File: config.mk
export PLATFORM = sky130hd
export DESIGN_NAME = uram_rd_stream
export DESIGN_NICKNAME = d
export VERILOG_FILES = /design/src/rtl/uram_rd_pkg.sv /design/src/rtl/uram_rd_fifo.sv /design/src/rtl/uram_rd_stream.sv
export SDC_FILE = /design/constraint.sdc
export NUM_CORES = 1
export LEC_CHECK = 0
export ABC_CLOCK_PERIOD_IN_PS = 5200
export CAP_MARGIN = 20
export CORE_UTILIZATION = 58
export DETAILED_ROUTE_END_ITERATION = 7
export HOLD_SLACK_MARGIN = 0.08
export PLACE_DENSITY_LB_ADDON = 0.08
export SYNTH_ARGS = -nofsm -noshare
export SYNTH_HDL_FRONTEND = slang
export SYNTH_HIERARCHICAL = 1
export SYNTH_SLANG_ARGS = --single-unit
export TNS_END_PERCENT = 20
File: constraint.sdc
create_clock -name clk_i -period 5.2 [get_ports clk_i]
set_clock_uncertainty 0.15 [all_clocks]
set_input_delay 1.04 -clock clk_i [delete_from_list [all_inputs] [get_ports clk_i]]
set_output_delay 1.04 -clock clk_i [all_outputs]
set_load 0.02 [all_outputs]
File: src/rtl/uram_rd_pkg.sv
// Shared types and elaboration helpers for the URAM read-stream engine.
package uram_rd_pkg;

    // Burst sequencer states
    typedef enum logic [1:0] {
        IDLE,
        READ,
        DRAIN
    } state_e;

    // Per-request tag travelling alongside the URAM read latency
    typedef struct packed {
        logic valid;
        logic last;
    } tag_t;

    // The output FIFO must hold every in-flight word plus the one at its head,
    // and the tag pipe supports latencies from 1 to 16 cycles.
    function automatic bit fifo_depth_ok(input int unsigned fifo_aw,
                                         input int unsigned latency);
        return (latency >= 1) && (latency <= 16) &&
               ((32'd1 << fifo_aw) >= (latency + 1));
    endfunction

endpackage

File: src/rtl/uram_rd_fifo.sv
// Synchronous first-word-fall-through FIFO; head entry is visible while non-empty.
module uram_rd_fifo #(
    parameter int unsigned FIFO_AW = 3,
    parameter int unsigned DW      = 33
) (
    input  logic               clk_i,
    input  logic               rst_i,
    input  logic               push_i,
    input  logic [DW-1:0]      wdata_i,
    input  logic               pop_i,
    output logic [DW-1:0]      rdata_o,
    output logic [FIFO_AW:0]   count_o,
    output logic               full_o,
    output logic               empty_o
);

    localparam int unsigned DEPTH = 1 << FIFO_AW;

    logic [DW-1:0]      mem_q [DEPTH];
    logic [FIFO_AW-1:0] wr_ptr_q;
    logic [FIFO_AW-1:0] rd_ptr_q;
    logic [FIFO_AW:0]   count_q;
    logic               push_ok;
    logic               pop_ok;

    assign full_o  = (count_q == (FIFO_AW+1)'(DEPTH));
    assign empty_o = (count_q == '0);
    assign count_o = count_q;
    assign rdata_o = mem_q[rd_ptr_q];
    assign push_ok = push_i && !full_o;
    assign pop_ok  = pop_i && !empty_o;

    // Storage array; contents need no reset because count gates visibility
    always_ff @(posedge clk_i) begin
        if (push_ok) begin
            mem_q[wr_ptr_q] <= wdata_i;
        end
    end

    // Pointers and occupancy; simultaneous push and pop leaves count unchanged
    always_ff @(posedge clk_i) begin
        if (rst_i) begin
            wr_ptr_q <= '0;
            rd_ptr_q <= '0;
            count_q  <= '0;
        end else begin
            if (push_ok) begin
                wr_ptr_q <= wr_ptr_q + FIFO_AW'(1);
            end
            if (pop_ok) begin
                rd_ptr_q <= rd_ptr_q + FIFO_AW'(1);
            end
            case ({push_ok, pop_ok})
                2'b10:   count_q <= count_q + (FIFO_AW+1)'(1);
                2'b01:   count_q <= count_q - (FIFO_AW+1)'(1);
                default: count_q <= count_q;
            endcase
        end
    end

endmodule

File: src/rtl/uram_rd_stream.sv
// Burst reader: issues fixed-latency URAM reads and streams the returned words
// over AXI-Stream, throttling requests so the output FIFO can never overflow.
module uram_rd_stream
    import uram_rd_pkg::*;
#(
    parameter int unsigned MEM_AW      = 8,
    parameter int unsigned MEM_DW      = 32,
    parameter int unsigned MEM_LATENCY = 5,
    parameter int unsigned FIFO_AW     = 3
) (
    input  logic              clk_i,
    input  logic              rst_i,
    input  logic              start_i,
    input  logic [MEM_AW-1:0] addr_i,
    input  logic [MEM_AW:0]   len_i,
    output logic              busy_o,
    output logic              done_o,
    output logic              mem_en_o,
    output logic [MEM_AW-1:0] mem_r_addr_o,
    input  logic [MEM_DW-1:0] mem_r_data_i,
    output logic [MEM_DW-1:0] m_axis_tdata_o,
    output logic              m_axis_tvalid_o,
    input  logic              m_axis_tready_i,
    output logic              m_axis_tlast_o
);

    localparam int unsigned FIFO_DEPTH = 1 << FIFO_AW;
    localparam int unsigned IFW        = $clog2(MEM_LATENCY + 1);

    if (!fifo_depth_ok(FIFO_AW, MEM_LATENCY)) begin : g_bad_cfg
        $error("uram_rd_stream: need MEM_LATENCY in 1..16 and 2**FIFO_AW >= MEM_LATENCY+1");
    end

    state_e            state_q;
    logic [MEM_AW-1:0] addr_q;
    logic [MEM_AW:0]   rem_q;
    logic              busy_q;
    logic              done_q;
    tag_t              tag_q [MEM_LATENCY];
    tag_t              tag_out;
    logic [IFW-1:0]    inflight_q;

    logic              issue;
    logic              last_issue;
    logic [31:0]       occupancy;
    logic              fifo_pop;
    logic [MEM_DW:0]   fifo_rdata;
    logic [FIFO_AW:0]  fifo_count;
    logic              fifo_full;
    logic              fifo_empty;

    assign tag_out = tag_q[MEM_LATENCY-1];

    // Request gating: every outstanding read already owns a FIFO slot
    always_comb begin
        occupancy  = 32'(fifo_count) + 32'(inflight_q);
        issue      = (state_q == READ) && (rem_q != '0) &&
                     (occupancy < FIFO_DEPTH) && !fifo_full;
        last_issue = issue && (rem_q == (MEM_AW+1)'(1));
    end

    // Burst sequencer with registered busy/done
    always_ff @(posedge clk_i) begin
        if (rst_i) begin
            state_q <= IDLE;
            addr_q  <= '0;
            rem_q   <= '0;
            busy_q  <= 1'b0;
            done_q  <= 1'b0;
        end else begin
            done_q <= 1'b0;
            unique case (state_q)
                IDLE: begin
                    if (start_i) begin
                        if (len_i == '0) begin
                            done_q <= 1'b1;
                        end else begin
                            addr_q  <= addr_i;
                            rem_q   <= len_i;
                            busy_q  <= 1'b1;
                            state_q <= READ;
                        end
                    end
                end
                READ: begin
                    if (issue) begin
                        addr_q <= addr_q + MEM_AW'(1);
                        rem_q  <= rem_q - (MEM_AW+1)'(1);
                        if (last_issue) begin
                            state_q <= DRAIN;
                        end
                    end
                end
                DRAIN: begin
                    // The final-word handshake implies the tag pipe and FIFO are empty
                    if (fifo_pop && fifo_rdata[MEM_DW] && (inflight_q == '0)) begin
                        done_q  <= 1'b1;
                        busy_q  <= 1'b0;
                        state_q <= IDLE;
                    end
                end
                default: state_q <= IDLE;
            endcase
        end
    end

    // Tag pipe matching the URAM read latency
    always_ff @(posedge clk_i) begin
        if (rst_i) begin
            for (int unsigned i = 0; i < MEM_LATENCY; i++) begin
                tag_q[i] <= '0;
            end
        end else begin
            tag_q[0] <= '{valid: issue, last: last_issue};
            for (int unsigned i = 1; i < MEM_LATENCY; i++) begin
                tag_q[i] <= tag_q[i-1];
            end
        end
    end

    // Count of valid tags in the pipe
    always_ff @(posedge clk_i) begin
        if (rst_i) begin
            inflight_q <= '0;
        end else begin
            case ({issue, tag_out.valid})
                2'b10:   inflight_q <= inflight_q + IFW'(1);
                2'b01:   inflight_q <= inflight_q - IFW'(1);
                default: inflight_q <= inflight_q;
            endcase
        end
    end

    assign fifo_pop = !fifo_empty && m_axis_tready_i;

    uram_rd_fifo #(
        .FIFO_AW (FIFO_AW),
        .DW      (MEM_DW + 1)
    ) u_fifo (
        .clk_i   (clk_i),
        .rst_i   (rst_i),
        .push_i  (tag_out.valid),
        .wdata_i ({tag_out.last, mem_r_data_i}),
        .pop_i   (fifo_pop),
        .rdata_o (fifo_rdata),
        .count_o (fifo_count),
        .full_o  (fifo_full),
        .empty_o (fifo_empty)
    );

    assign busy_o          = busy_q;
    assign done_o          = done_q;
    assign mem_en_o        = issue;
    assign mem_r_addr_o    = addr_q;
    assign m_axis_tvalid_o = !fifo_empty;
    assign m_axis_tdata_o  = fifo_empty ? '0 : fifo_rdata[MEM_DW-1:0];
    assign m_axis_tlast_o  = !fifo_empty && fifo_rdata[MEM_DW];

endmodule

==> metrics.csv <==
metric;value;unit
die-area;0.0222;sq mm
via_per_inst;5.91;
drt_iter0_drc;344;
utilization;70.3;%
finalHoldViolCount;0;
rr_endpoint;inflight_q[2];
path_buf_inv;2;
grt_setup_unrepaired;no;
cp_cell_sequence;buf_12 > mux4_1 > mux2_2 > nor2b_1 > clkdlybuf4s50_1;
critical_path.top_delay_family;buffers and inverters;
r2r_start;u_fifo/count_o[1];
worst_r2r_path_depth;11;
crit_fanout;42;
crit_end;m_axis_tdata_o[26];
startpoint_type;register;
synth_nets;769;
status;complete, no violations;
powerDensity;340;mW/mm^2
cts_sinks;311;
peakVddDrop;0.317;mV
placementRows;53;
arrival;3240;ps
cts_buffers;30;
layout_min_cycle_time;4430;ps
relSlewSlack;29.7;%
dp.cells;1059;
via_count;6583;
worstSetupPathType;reg2out;
synth_top_flop_cell;edfxtp_1;
grt.total_usage;22.4;%
syn_inst;703;
hold_buffers;0;
io-pin-count;98;
grt_antenna_before_repair;0;
clk_pin_slew_worst_paths;60;ps
synth_seq_cells;311;
clock.fmax;226;MHz
syn-cell-area;0.0125;sq mm
setup_viol;0;
ys_async_sr_fraction;0;%
finalCritPeriodShare;85.2;%
wl_per_cell;21.6;um
holdCritPathClass;reg2reg;
slowest_delay;680;ps
yosysUniqueCellTypes;55;
cts-root-buf;clkbuf_16;
cp.depth;5;
grt_max_degree;47;
slew_viol_final;0;
post_cts_buffers;0;
die_w;149;um
grt_pass1_vias;6837;
clock_latency;540;ps
postCtsResizedCells;0;
core_area;0.0211;sq mm
maxCapViolations;0;
dp_hpwl;14100;um
overflow;0;
fin_ws;772;ps
port_buffers;97;
antennaDiodeCount;0;
ff2ff_setup_slack;2070;ps
final_cell_mix;edfxtp_1 (264), clkdlybuf4s50_1 (97), mux4_2 (59);
ys_seq_area_share;70.7;%
synth-edff-count;264;
power_leakage;4.67;nW
cpMaxStageDelayCell;dfxtp_4;
max-clock-path-buffers;3;
routed_wl;24000;um
required;4010;ps
setup-tns-final;0;ps
start_util;59.5;%
yosysWarnings;6;
end_kind;output port;
htreeDepth;1;
dp_slack;1300;ps
syn_area_per_cell;17.8;sq um
fp.dieH;149;um
whs;293;ps
layout-drive-gt1-share;20.1;%
final_common_cell;edfxtp_1;
drtAntennaViolNets;0;
tightest_slew;1050;ps
fin_cells;1114;
nFillCells;1325;
cts_tree;yes;
place.gp.congestion;0.808;
fin_nets;882;
drtPass1Iterations;4;
drc;0;
syn2layout_area_growth;18.1;%
grt_pass1_wl;37400;um
## metrics by stage
stage	total power [mW]	cell area (sq um)
detailed placement	3.05	13900
global placement	3.04	13900
finish	5.03	14800
floorplan	2.93	12500
global route	5.19	14800
CTS	5.08	14800
## routing by layer
metal,vias to the layer above,part of all wire (%),track usage (%)
met5,-,0,0
met4,0,1.9,5.20
met3,36,4.5,3.15
met2,175,52,39.3
met1,3380,42,29.7
li1,2992,-,-
## registers in the layout, indices dropped and copies added, names as in the netlist, named ones only
signal	count
u_fifo/mem_q	264
tag_q	10
rem_q	9
mem_r_addr_o	8
u_fifo/count_o	4
inflight_q	3
u_fifo/rd_ptr_q	3
u_fifo/wr_ptr_q	3
state_q	2
busy_o	1
done_o	1
## Yosys cell counts (all sizes together), types with 2 or more instances
library cell,n,area share [%]
a211o,4,0.28
a21oi,28,1.2
a221oi,2,0.14
a311oi,3,0.21
a31oi,2,0.10
buf,16,0.99
clkbuf,19,0.58
dfxtp,47,7.5
edfxtp,264,63
ha,12,1.2
inv,9,0.27
mux2,34,3.1
mux2i,2,0.16
mux4,66,12
nand2,31,0.99
nand2b,5,0.25
nand3,10,0.40
nand3b,2,0.12
nand4,3,0.15
nor2,33,0.99
nor2b,44,2.2
nor3,9,0.36
nor3b,2,0.12
nor4,6,0.42
o211ai,3,0.18
o21ai,13,0.52
or3,4,0.20
or4,2,0.16
xnor2,3,0.21
xor2,11,0.77
## power breakdown
group	internal, mW	switching (mW)	leakage, nW
registers	2.72	0.0311	2.74
clock network	1.18	0.857	0.452
logic	0.113	0.132	1.48
total	4.01	1.02	4.67
## cell families (layout without fill, tap and decap cells)
| kind of cell | count (synthesis) | in the layout | share of synthesized area, % |
|---|---|---|---|
| and+or+nand+nor | 157 | 157 | 6.79 |
| muxes | 102 | 102 | 15.3 |
| buffers and inverters | 45 | 181 | 1.90 |
| xor gates and xnor gates | 14 | 14 | 0.977 |
| DFF | 311 | 311 | 70.7 |
| AOI/OAI and AO/OA | 61 | 61 | 3.01 |
| adders and majority gates | 13 | 13 | 1.36 |
## layout make-up
type / count / area [sq um] / area share, %
clock buffer: 45 / 858 / 5.79
clock inverter: 10 / 67.6 / 0.456
tap: 275 / 344 / 2.32
inverter: 9 / 33.8 / 0.228
multi-input combinational: 347 / 3490 / 23.6
sequential: 311 / 8870 / 59.9
timing repair buffer: 117 / 1150 / 7.73
## how the worst min path moves through the flow
stage	from	endpoint	slack [ps]	cells past startpoint
after floorplan	tag_q[0][0]	tag_q[0][2]	260	1
after global placement	tag_q[0][6]	tag_q[0][8]	270	1
after detailed placement	tag_q[0][1]	tag_q[0][3]	280	1
after CTS	tag_q[0][1]	tag_q[0][3]	300	1
after global routing	tag_q[0][1]	tag_q[0][3]	310	1
final	tag_q[0][6]	tag_q[0][8]	290	1
Note: power is estimated with default switching activity, not from simulation.
